<file path="src/rtl/seq_gen_pkg.sv">
// Shared definitions for the serial sequence generator.
package seq_gen_pkg;

    typedef enum logic [1:0] {
        IDLE,
        SHIFT,
        GAP
    } seq_gen_state_t;

    localparam int unsigned SEQ_GEN_PAT_W = 8;
    localparam int unsigned SEQ_GEN_REP_W = 4;
    localparam int unsigned SEQ_GEN_GAP_W = 4;

endpackage

</file>
<file path="src/rtl/sequence_generator.sv">
// Serial bit-pattern transmitter: sends a latched pattern MSB-first,
// repeated with optional idle gaps, on registered out/out_valid.
module sequence_generator
    import seq_gen_pkg::*;
#(
    parameter int unsigned PAT_W = SEQ_GEN_PAT_W,
    parameter int unsigned REP_W = SEQ_GEN_REP_W,
    parameter int unsigned GAP_W = SEQ_GEN_GAP_W,
    localparam int unsigned LEN_W = $clog2(PAT_W + 1)
) (
    input  logic             clk,
    input  logic             reset,
    input  logic             start,
    input  logic [PAT_W-1:0] pattern,
    input  logic [LEN_W-1:0] len,
    input  logic [REP_W-1:0] repeats,
    input  logic [GAP_W-1:0] gap,
    output logic             ready,
    output logic             out,
    output logic             out_valid,
    output logic             done,
    output logic             err
);

    localparam logic [LEN_W-1:0] LEN_MAX = LEN_W'(PAT_W);

    seq_gen_state_t   state_q, state_d;
    logic [PAT_W-1:0] pat_q, pat_d;
    logic [LEN_W-1:0] len_q, len_d;
    logic [LEN_W-1:0] bit_idx_q, bit_idx_d;
    logic [REP_W-1:0] rep_left_q, rep_left_d;
    logic [GAP_W-1:0] gap_q, gap_d;
    logic [GAP_W-1:0] gap_cnt_q, gap_cnt_d;
    logic             ready_q, ready_d;
    logic             out_q, out_d;
    logic             out_valid_q, out_valid_d;
    logic             done_q, done_d;
    logic             err_q, err_d;
    logic             len_ok;

    assign len_ok = (len != '0) && (len <= LEN_MAX);

    always_ff @(posedge clk or posedge reset) begin
        if (reset) begin
            state_q     <= IDLE;
            pat_q       <= '0;
            len_q       <= '0;
            bit_idx_q   <= '0;
            rep_left_q  <= '0;
            gap_q       <= '0;
            gap_cnt_q   <= '0;
            ready_q     <= 1'b1;
            out_q       <= 1'b0;
            out_valid_q <= 1'b0;
            done_q      <= 1'b0;
            err_q       <= 1'b0;
        end else begin
            state_q     <= state_d;
            pat_q       <= pat_d;
            len_q       <= len_d;
            bit_idx_q   <= bit_idx_d;
            rep_left_q  <= rep_left_d;
            gap_q       <= gap_d;
            gap_cnt_q   <= gap_cnt_d;
            ready_q     <= ready_d;
            out_q       <= out_d;
            out_valid_q <= out_valid_d;
            done_q      <= done_d;
            err_q       <= err_d;
        end
    end

    always_comb begin
        state_d    = state_q;
        pat_d      = pat_q;
        len_d      = len_q;
        bit_idx_d  = bit_idx_q;
        rep_left_d = rep_left_q;
        gap_d      = gap_q;
        gap_cnt_d  = gap_cnt_q;
        case (state_q)
            IDLE: begin
                if (start && len_ok) begin
                    pat_d      = pattern;
                    len_d      = len;
                    rep_left_d = repeats;
                    gap_d      = gap;
                    bit_idx_d  = len - LEN_W'(1);
                    state_d    = SHIFT;
                end
            end
            SHIFT: begin
                if (bit_idx_q != '0) begin
                    bit_idx_d = bit_idx_q - LEN_W'(1);
                end else if (rep_left_q == '0) begin
                    state_d = IDLE;
                end else begin
                    rep_left_d = rep_left_q - REP_W'(1);
                    if (gap_q != '0) begin
                        gap_cnt_d = gap_q;
                        state_d   = GAP;
                    end else begin
                        bit_idx_d = len_q - LEN_W'(1);
                    end
                end
            end
            GAP: begin
                // gap_cnt counts down to 1 so GAP lasts exactly gap_q cycles
                if (gap_cnt_q > GAP_W'(1)) begin
                    gap_cnt_d = gap_cnt_q - GAP_W'(1);
                end else begin
                    gap_cnt_d = '0;
                    bit_idx_d = len_q - LEN_W'(1);
                    state_d   = SHIFT;
                end
            end
            default: state_d = IDLE;
        endcase
    end

    // Outputs are computed from next-state values so the bit appears right after the accept edge.
    always_comb begin
        ready_d     = (state_d == IDLE);
        out_valid_d = (state_d == SHIFT);
        out_d       = out_valid_d && |(pat_d & (PAT_W'(1) << bit_idx_d));
        done_d      = (state_q == SHIFT) && (bit_idx_q == '0) && (rep_left_q == '0);
        err_d       = (state_q == IDLE) && start && !len_ok;
    end

    assign ready     = ready_q;
    assign out       = out_q;
    assign out_valid = out_valid_q;
    assign done      = done_q;
    assign err       = err_q;

endmodule

</file>
<file path="config.mk">
export PLATFORM = sky130hd
export DESIGN_NAME = sequence_generator
export DESIGN_NICKNAME = d
export VERILOG_FILES = /design/src/rtl/seq_gen_pkg.sv /design/src/rtl/sequence_generator.sv
export SDC_FILE = /design/constraint.sdc
export NUM_CORES = 1
export LEC_CHECK = 0
export ABC_AREA = 1
export BUFFER_PORTS_ARGS = -buffer_cell sky130_fd_sc_hd__buf_2
export CORE_MARGIN = 2
export CORE_UTILIZATION = 25
export DETAILED_ROUTE_END_ITERATION = 10
export PLACE_DENSITY = 0.48
export SLEW_MARGIN = 25
export SYNTH_ARGS = -nofsm -noshare
export SYNTH_HDL_FRONTEND = slang
export SYNTH_SLANG_ARGS = --single-unit
</file>
<file path="constraint.sdc">
create_clock -name clk -period 1.9 [get_ports clk]
set_input_delay 0.38 -clock clk [delete_from_list [all_inputs] [get_ports clk]]
set_output_delay 0.38 -clock clk [all_outputs]
set_load 0.01 [all_outputs]
</file>
==> results.py, run 1 <==
metrics = {
    "run_status": {
        "status": "complete, no violations",
    },
    "logic_synthesis": {
        "seq_area_frac_synth_pct": 43.8,
        "synth_top_area_share_pct": 42.4,
        "netlist_area_um2": 2000,
        "ys_ff_latch": 35,
        "syn_nets": 283,
        "syn_area_per_cell_um2": 7.92,
        "yosys_warnings": 0,
        "synth_cell_types": 34,
        "synthTopCellsByArea": "dfrtp_1 42%, nand2_1 13%, inv_1 6.4%, o21ai_0 5.2%, ha_1 4.4%",
        "synth_largest_area_cell": "dfrtp_1",
        "synth_cells": 253,
    },
    "setup_path": {
        "crit_fanout": 8,
        "cp-end-kind": "register",
        "rr_startpoint": "state_q[0]$_DFF_PP0_",
        "cp-startpoint": "state_q[0]$_DFF_PP0_",
        "worstPathRequired_ns": 2.08,
        "startpoint_type": "register",
        "worstPathArrival_ns": 1.93,
        "crit_type": "register to register",
    },
    "floorplan": {
        "io_pins": 28,
        "rows": 32,
        "dieArea_um2": 8750,
        "initial_core_util_pct": 25.8,
        "core_region_area_um2": 7770,
        "die_x_um": 93.5,
        "die_h_um": 93.5,
    },
    "timing": {
        "setup_viol": 0,
        "layout_setup_ws_ns": 0.155,
        "worst_pin_slew_ns": 0.473,
        "rsz0062_at_grt": "true",
        "slew_viol_final": 0,
        "fin_crit_sh_pct": 91.8,
        "tns_ns": 0,
        "skew_ns": 0.00215,
        "hold_violations": 0,
        "layout_min_cycle_time_ns": 1.75,
        "max_slew_margin_pct": 68.4,
        "fmax_mhz": 573,
    },
    "placement": {
        "placed_area_um2": 2400,
        "gp_congestion": 0.763,
        "dp_hpwl_mm": 3.59,
        "post-place-ws_ns": -0.107,
        "dpl.cell_count": 400,
        "io_buffers": 27,
    },
    "detailed_routing": {
        "firstDrtPassIters": 4,
        "ant_nets": 0,
        "routed_wl_mm": 4.74,
        "drc": 0,
        "vias": 1802,
        "wire_per_inst_um": 11.2,
        "drt_iter0_drc": 47,
        "vias_per_cell": 4.25,
    },
    "power_and_ir_drop": {
        "swShare_pct": 41.8,
        "clockPowerShare_pct": 13.6,
        "p_seq_share_pct": 29.1,
        "peakVddDrop_uv": 382,
        "p_int_w": 0.00260,
        "leakage_nw": 1.38,
        "power_density_nw_per_um2": 1620,
        "p_comb_share_pct": 57.3,
        "switching_power_w": 0.00187,
    },
    "worst_hold_path": {
        "hold_path.class": "primary input to asynchronous set/reset pin",
    },
    "cts": {
        "numCtsBuffers": 5,
        "cts_hold_buf": 0,
        "clk_latency_ns": 0.29,
        "clockBufferDepth": 2,
        "root_buffer": "clkbuf_8",
        "cts_tree": "yes",
        "clk_pin_slew_ns": 0.07,
        "cts_sinks": 35,
        "cts_max_level": 2,
    },
    "global_route": {
        "grtUsageTotal_pct": 11.7,
        "antenna_found_initial": 0,
        "grt_pass1_wl_mm": 8.04,
        "grt_max_degree": 36,
        "grt_pass1_vias": 1744,
        "overflow": 0,
    },
    "finish": {
        "fillers": 861,
        "num_antenna_cells": 0,
        "area_growth_pct": 37.7,
        "drive_gt1_share_pct": 39.8,
        "stdcell_count": 424,
        "layout.nets": 351,
        "fin_area_um2": 2760,
        "final_cell_mix": "57 x nand2_1, 36 x buf_4, 33 x dfrtp_1",
        "layout_commonest_cell": "nand2_1",
    },
    "flow_run": {
        "drv_cap": 0,
    },
}
[metal layers]
layer | part of all wire (%) | up-vias | GRT usage (%)
met1 | 49 | 823 | 16.0
met2 | 46 | 21 | 18.1
met3 | 2.8 | 6 | 2.01
met5 | 0 | - | 0
met4 | 2.0 | 0 | 5.31
li1 | - | 952 | -
[worst max-delay path: stages, from the launching register on]
cell and delay (ns):
dfrtp_1 0.42, inv_2 0.13, nand2_4 0.08, nor2_4 0.17, nand3_4 0.17, buf_6 0.19, nand2_1 0.07, nand2_2 0.06
nand2_1 0.07, nand3_1 0.08, nand2_1 0.06, nand2_1 0.05, nand2_1 0.06, nor2_1 0.04
[cells by family (layout without fill, tap and decap cells)]
kind of cell	after synthesis	count (layout)	share of synthesized area (%)
AOI/OAI and AO/OA	35	35	9.86
xor gates and xnor gates	6	6	2.62
adders and majority gates	7	7	4.37
buffers and inverters	43	112	8.80
DFF	35	35	43.8
muxes	1	1	0.562
and+or+nand+nor	126	126	30.0
[power by group through the flow]
stage / combinational [W] / sequential (W) / clock, W
final: 0.00256 / 0.00130 / 0.000609
after global routing: 0.00290 / 0.00135 / 0.000652
after CTS: 0.00205 / 0.00129 / 0.000627
after detailed placement: 0.00204 / 0.00130 / 0
after global placement: 0.00203 / 0.00130 / 0
after floorplan: 0.00144 / 0.00127 / 0
[stage by stage]
| stage | utilization (%) | power (W) | hold slack, ns |
|---|---|---|---|
| after global routing | 35.5 | 0.00489 | 0.245 |
| after floorplan | - | 0.00271 | 0.445 |
| final | 35.5 | 0.00447 | 0.188 |
| after global placement | 30.9 | 0.00333 | 0.485 |
| after detailed placement | 30.9 | 0.00334 | 0.469 |
| after CTS | 32.2 | 0.00397 | 0.197 |
[flip-flops by register name, indices dropped and copies added (netlist names), 2 cells and up]
name,cells
len_q,4
state_q,2
bit_idx_q,4
rep_left_q,4
pat_q,8
gap_q,4
gap_cnt_q,4
[timing repair]
item / 4_1_cts / 5_1_grt
buffers inserted: 0 / 16
setup endpoints to repair: 1 / 1
pin swaps: 0 / 22
resized for setup: 1 / 46
endpoints found under the hold margin: 0 / 0
[worst paths after layout]
| check | slack [ns] | cells after the start | endpoint |
|---|---|---|---|
| setup / recovery | 0.15 | 13 | out$_DFF_PP0_ |
| setup reg to reg | 0.15 | 13 | out$_DFF_PP0_ |
| hold / removal | 0.19 | 3 | err$_DFF_PP0_ |
| hold reg to reg | 0.48 | 2 | pat_q[6]$_DFF_PP0_ |
| min in group clk | 0.30 | 3 | gap_q[0]$_DFFE_PP0P_ |
| max in group asynchronous | 1.36 | 3 | state_q[1]$_DFF_PP0_ |
[synthesized netlist by cell type]
| cell type | count |
|---|---|
| a21oi_1 | 3 |
| a22o_1 | 1 |
| a22oi_1 | 1 |
| buf_2 | 1 |
| buf_4 | 1 |
| buf_6 | 1 |
| dfrtp_1 | 34 |
| dfstp_2 | 1 |
| ha_1 | 7 |
| inv_1 | 34 |
| inv_2 | 5 |
| inv_4 | 1 |
| mux2_2 | 1 |
| nand2_1 | 71 |
| nand2_2 | 3 |
| nand3_1 | 13 |
| nand3_2 | 3 |
| nand3_4 | 2 |
| nand4_1 | 6 |
| nand4_2 | 1 |
| nor2_1 | 17 |
| nor2_2 | 1 |
| nor2_4 | 3 |
| nor3_1 | 4 |
| nor4_1 | 1 |
| o211ai_1 | 2 |
| o21ai_0 | 21 |
| o21ai_1 | 2 |
| o21ai_2 | 1 |
| o22ai_1 | 3 |
| o32ai_1 | 1 |
| or2_2 | 1 |
| xnor2_1 | 4 |
| xor2_1 | 2 |
[cell type report]
cell class	instances	area, um2	share of cell area [%]
clock buffer	8	100	3.63
tap	102	128	4.62
sequential	35	878	31.8
multi-input combinational	175	1080	39.1
inverter	40	158	5.71
timing repair buffer	64	417	15.1
(Power assumes the default switching activity.)
==> run 2, diff against run 1 <==
==> constraint.sdc (replaced) <==
create_clock -name clk -period 1.9 [get_ports clk]
set_input_delay 0.19 -clock clk [delete_from_list [all_inputs] [get_ports clk]]
set_output_delay 0.19 -clock clk [all_outputs]
set_load 0.01 [all_outputs]
==> run 2 against run 1 <==
Effect of this change:
- the flow now finishes with violations (hold timing)
- design area is 2.6% lower
- final cell count is 2.1% lower
- count of clock-buffer cells in the layout is 2 lower
- total power is 1.7% lower
- wire length is 6.4% higher
- sequential cell count stayed put
- worst setup slack worse by 0.079 ns
==> results.py, run 2 (synthesis gave the netlist of run 1 again) <==
metrics = {
    "setup_path": {
        "slowest_delay_ns": 0.44,
        "cp_slowest_cell": "dfrtp_1",
        "ff2ff_setup_slack_ns": 0.08,
        "worstPathRequired_ns": 2.12,
        "startpoint_type": "register",
        "cp-end-kind": "register",
        "path_common_cell": "nand2_1",
        "crit_fanout": 5,
        "rr_startpoint": "state_q[1]$_DFF_PP0_",
        "r2r_cells": 14,
        "r2r-end": "out$_DFF_PP0_",
        "path_cells": "inv_2 > buf_4 > nor2_2 > nand3_2 > buf_4 > nand2_2 > nand2_4 > nand3_4 > nand2_1 > nand3_1 > nand2_1 > nand2_1 > nand2_1 > nor2_1",
        "crit_type": "register to register",
        "worstPathArrival_ns": 2.04,
    },
    "cts": {
        "clk_latency_ns": 0.29,
        "cts_max_level": 2,
        "cts_hold_buf": 0,
        "numCtsBuffers": 5,
        "clk_pin_slew_ns": 0.07,
        "clockBufferDepth": 2,
        "cts_tree": "yes",
        "root_buffer": "clkbuf_8",
        "cts_sinks": 35,
    },
    "finish": {
        "layout_commonest_cell": "nand2_1",
        "layout.nets": 343,
        "largest_reg_flops": 8,
        "drive_gt1_share_pct": 34.8,
        "area_growth_pct": 34.1,
        "final_cell_mix": "64 x nand2_1, 34 x dfrtp_1, 28 x inv_1",
        "top_register": "pat_q",
        "num_antenna_cells": 0,
    },
    "global_route": {
        "busiest_layer": "met2",
        "antenna_found_initial": 0,
        "grt_pass1_wl_mm": 7.80,
        "grtUsageTotal_pct": 11.3,
        "grtUsageMet1_pct": 15.3,
        "use_met3_pct": 2.34,
        "overflow": 0,
        "grt_pass1_vias": 1718,
        "grt_use_met2_pct": 17.7,
        "grt_max_degree": 36,
    },
    "timing": {
        "skew_ns": 0.00459,
        "hold_violations": 2,
        "fin_crit_sh_pct": 96.0,
        "rsz0062_at_grt": "true",
        "layout_min_cycle_time_ns": 1.82,
        "whs_ns": -0.000387,
        "worst_pin_slew_ns": 0.462,
        "setup_viol": 0,
        "fmax_mhz": 548,
        "max_slew_margin_pct": 69.2,
        "slew_viol_final": 0,
    },
    "detailed_routing": {
        "drt_iter0_drc": 77,
        "ant_nets": 0,
        "vias_per_cell": 4.40,
        "vias": 1826,
        "wire_per_inst_um": 12.1,
        "routed_wl_mm": 5.04,
        "drc": 0,
        "firstDrtPassIters": 4,
    },
    "power_and_ir_drop": {
        "power_density_nw_per_um2": 1630,
        "peakVddDrop_uv": 497,
        "leakage_nw": 1.34,
        "power_w": 0.00439,
    },
    "floorplan": {
        "die_x_um": 93.5,
        "rows": 32,
        "dieArea_um2": 8750,
        "initial_core_util_pct": 25.8,
        "die_h_um": 93.5,
        "io_pins": 28,
        "core_region_area_um2": 7770,
    },
    "placement": {
        "io_buffers": 27,
        "gp_congestion": 0.743,
        "dp_hpwl_mm": 3.47,
    },
    "run_status": {
        "status": "finished with violations",
        "violations": "hold timing",
    },
    "flow_run": {
        "drv_cap": 0,
    },
    "worst_hold_path": {
        "hold_path.class": "primary input to asynchronous set/reset pin",
    },
}
run 2: cell count changes in the layout (fill, tap and decap cells not counted), sizes merged:
cell	previous run	this run
buf	64	55
clkbuf	8	6
clkinv	0	1
nand3	18	19
run 2: where the power goes:
part	leakage (nW)	switching [W]	total, W	internal (W)
registers	0.436	0.000201	0.00129	0.00109
clock network	0.0470	0.000275	0.000560	0.000285
logic	0.857	0.00142	0.00254	0.00112
total	1.34	0.00190	0.00439	0.00250
run 2: worst max path at each step:
| stage | cells after the start | to | from | slack [ns] |
|---|---|---|---|---|
| detailed placement | 14 | out$_DFF_PP0_ | len[1] | -0.02 |
| global placement | 14 | out$_DFF_PP0_ | len[0] | 0.008 |
| CTS | 12 | out$_DFF_PP0_ | state_q[1]$_DFF_PP0_ | 0.02 |
| global route | 14 | out$_DFF_PP0_ | state_q[0]$_DFF_PP0_ | -0.07 |
| floorplan | 13 | out$_DFF_PP0_ | bit_idx_q[0]$_DFF_PP0_ | 0.21 |
| finish | 14 | out$_DFF_PP0_ | state_q[1]$_DFF_PP0_ | 0.08 |
run 2: repair_timing:
action | 4_1_cts | 5_1_grt
buffers inserted | 0 | 16
setup endpoints to repair | 0 | 2
gates resized for setup | 0 | 38
hold endpoints to repair | 0 | 0
run 2: critical path: cells and delay by family (launching register included):
kind / cells / cell delay, ns
buffers and inverters: 3 / 0.37
flip-flops: 1 / 0.44
AND/OR/NAND/NOR: 11 / 0.92
run 2: layer usage:
layer	share of wire [%]	up-vias	wire length, um
met3	3.2	5	161
met1	48	858	2420
met4	1.4	0	71
met5	0	-	0
met2	47	31	2390
li1	-	932	-
run 2: final cells by class:
| type | count | area, um2 |
|---|---|---|
| clock inverters | 1 | 5.00 |
| flip-flops and latches | 35 | 877 |
| well taps | 102 | 128 |
| clock buffers | 6 | 82.6 |
| repair buffers | 55 | 362 |
| fillers | 857 | 5080 |
| inverters | 40 | 160 |
| multi-input cells | 176 | 1070 |
run 2: stage by stage:
stage	area (um2)	std cells	setup WS, ns	TNS [ns]	utilization (%)
2_1_floorplan	2000	253	0.215	0	-
3_3_place_gp	2330	391	0.00774	0	30.0
3_5_place_dp	2330	391	-0.0198	-0.0198	30.0
4_1_cts	2420	398	0.0232	0	31.2
5_1_grt	2690	415	-0.0743	-0.0743	34.6
6_report	2690	415	0.0759	0	34.6
==> run 3, diff against run 2 <==
Settings changed: CORE_UTILIZATION 25 to 30, PLACE_DENSITY 0.48 to 0.54.
==> run 3 against run 2 <==
Effect of this change:
- the flow still finishes with violations (hold timing)
- design area shrank 3.2%
- final cell count is 8.2% lower
- sequential power about the same
- clock power is 44% higher
- via count down 3.7%
- critical endpoint unchanged
==> results.py, run 3 (synthesis gave the netlist of run 1 again) <==
metrics = {
    "detailed_routing": {
        "vias_per_cell": 4.61,
        "routed_wl_mm": 4.54,
        "drc": 0,
        "vias": 1758,
        "firstDrtPassIters": 4,
        "wire_per_inst_um": 11.9,
        "ant_nets": 0,
        "drt_iter0_drc": 99,
    },
    "floorplan": {
        "die_x_um": 85.7,
        "io_pins": 28,
        "core_region_area_um2": 6420,
        "rows": 29,
        "dieArea_um2": 7350,
        "initial_core_util_pct": 31.2,
        "die_h_um": 85.7,
    },
    "setup_path": {
        "path_common_cell": "nand2_1",
        "startpoint_type": "register",
        "r2r_cells": 11,
        "r2r-end": "out$_DFF_PP0_",
        "cp_slowest_cell": "dfrtp_1",
        "worstPathRequired_ns": 2.08,
        "worstPathArrival_ns": 1.97,
        "crit_fanout": 8,
        "crit_type": "register to register",
        "rr_startpoint": "state_q[0]$_DFF_PP0_",
        "cp_top_family": "simple AND/OR/NAND/NOR gates",
        "cp-end-kind": "register",
        "ff2ff_setup_slack_ns": 0.11,
        "critPathBufInv": 2,
        "path_cells": "inv_2 > nand2_4 > nor2_4 > nand3_4 > buf_6 > nand2_1 > nand2_1 > nand4_1 > nand3_1 > a21oi_1 > nor2_1",
        "slowest_delay_ns": 0.43,
    },
    "run_status": {
        "violations": "hold timing",
        "status": "finished with violations",
    },
    "timing": {
        "setup_viol": 0,
        "rsz0062_at_grt": "true",
        "slew_viol_final": 0,
        "fin_crit_sh_pct": 94.1,
        "hold_violations": 24,
        "layout_min_cycle_time_ns": 1.79,
        "layout_setup_ws_ns": 0.112,
        "whs_ns": -0.0103,
        "worst_pin_slew_ns": 0.452,
        "max_slew_margin_pct": 69.8,
        "skew_ns": 0.00582,
        "fmax_mhz": 559,
    },
    "placement": {
        "dp_hpwl_mm": 3.40,
        "placed_area_um2": 2280,
        "gp_congestion": 0.816,
        "io_buffers": 27,
        "post-place-ws_ns": 0.0364,
    },
    "cts": {
        "cts_sinks": 35,
        "clk_latency_ns": 0.29,
        "clk_pin_slew_ns": 0.08,
        "root_buffer": "clkbuf_8",
        "numCtsBuffers": 5,
        "cts_hold_buf": 0,
        "clockBufferDepth": 2,
        "cts_tree": "yes",
        "cts_max_level": 2,
    },
    "global_route": {
        "grt_pass1_wl_mm": 7.74,
        "grtUsageTotal_pct": 13.2,
        "overflow": 0,
        "grt_pass1_vias": 1713,
        "antenna_found_initial": 0,
        "grt_max_degree": 36,
    },
    "finish": {
        "top_register": "pat_q",
        "final_cell_mix": "67 x nand2_1, 34 x dfrtp_1, 28 x inv_1",
        "layout_commonest_cell": "nand2_1",
        "multi_input_area_um2": 1050,
        "layout.nets": 333,
        "ff_latch_area_um2": 877,
        "num_antenna_cells": 0,
        "drive_gt1_share_pct": 31.3,
        "area_growth_pct": 29.8,
        "postLayoutCoreUtil_pct": 40.5,
        "largest_reg_flops": 8,
        "fin_area_um2": 2600,
        "fillers": 622,
    },
    "worst_hold_path": {
        "hold_path.class": "primary input to asynchronous set/reset pin",
    },
    "power_and_ir_drop": {
        "peakVddDrop_uv": 540,
        "leakage_nw": 1.30,
        "power_w": 0.00440,
        "power_density_nw_per_um2": 1690,
    },
    "flow_run": {
        "drv_cap": 0,
    },
}
[run 3: cell count changes in the layout (fill, tap and decap cells not counted), sizes merged]
cell and delta:
buf -9, clkbuf -1, nand3 -1, bufinv +2
clkinvlp +1, clkinv -1
[run 3: layout make-up]
| type | count | share of cell area (%) |
|---|---|---|
| Sequential cell | 35 | 33.7 |
| Multi-Input combinational cell | 175 | 40.3 |
| Tap cell | 77 | 3.70 |
| Clock buffer | 5 | 2.64 |
| Inverter | 40 | 6.06 |
| Clock inverter | 3 | 2.60 |
| Timing Repair Buffer | 46 | 11.0 |
[run 3: what timing repair did]
item                                    in CTS  in global routing
endpoints found under the setup margin       0                  3
buffers inserted                             0                 10
resized for setup                            0                 34
[run 3: worst max path at each step]
stage	from	cells after the start	endpoint
final	state_q[0]$_DFF_PP0_	11	out$_DFF_PP0_
after floorplan	bit_idx_q[0]$_DFF_PP0_	13	out$_DFF_PP0_
after global placement	bit_idx_q[1]$_DFF_PP0_	15	out$_DFF_PP0_
after detailed placement	bit_idx_q[1]$_DFF_PP0_	13	out$_DFF_PP0_
after global routing	state_q[0]$_DFF_PP0_	13	out$_DFF_PP0_
after CTS	bit_idx_q[1]$_DFF_PP0_	15	out$_DFF_PP0_
[run 3: report_power, final]
part | internal, W | total [W] | switching (W) | leakage, nW
logic | 0.000963 | 0.00228 | 0.00132 | 0.803
clock network | 0.000523 | 0.000809 | 0.000286 | 0.0644
registers | 0.00109 | 0.00131 | 0.000219 | 0.436
total | 0.00258 | 0.00440 | 0.00182 | 1.30
[run 3: worst min-delay path, cell delays in order]
cell   delay [ns]
buf_2        0.09
inv_1        0.04
buf_4        0.39
[run 3: metal layers]
| layer | vias up | track usage [%] | part of all wire (%) |
|---|---|---|---|
| met5 | - | 0 | 0 |
| met3 | 5 | 2.79 | 4.1 |
| met2 | 30 | 21.7 | 46 |
| met4 | 0 | 4.33 | 1.3 |
| met1 | 812 | 17.4 | 48 |
| li1 | 911 | - | - |
[run 3: per-stage QoR]
step | TNS [ns] | instances
after floorplan | 0 | 253
after global placement | 0 | 363
after detailed placement | 0 | 363
after CTS | 0 | 371
after global routing | -0.0405 | 381
final | 0 | 381
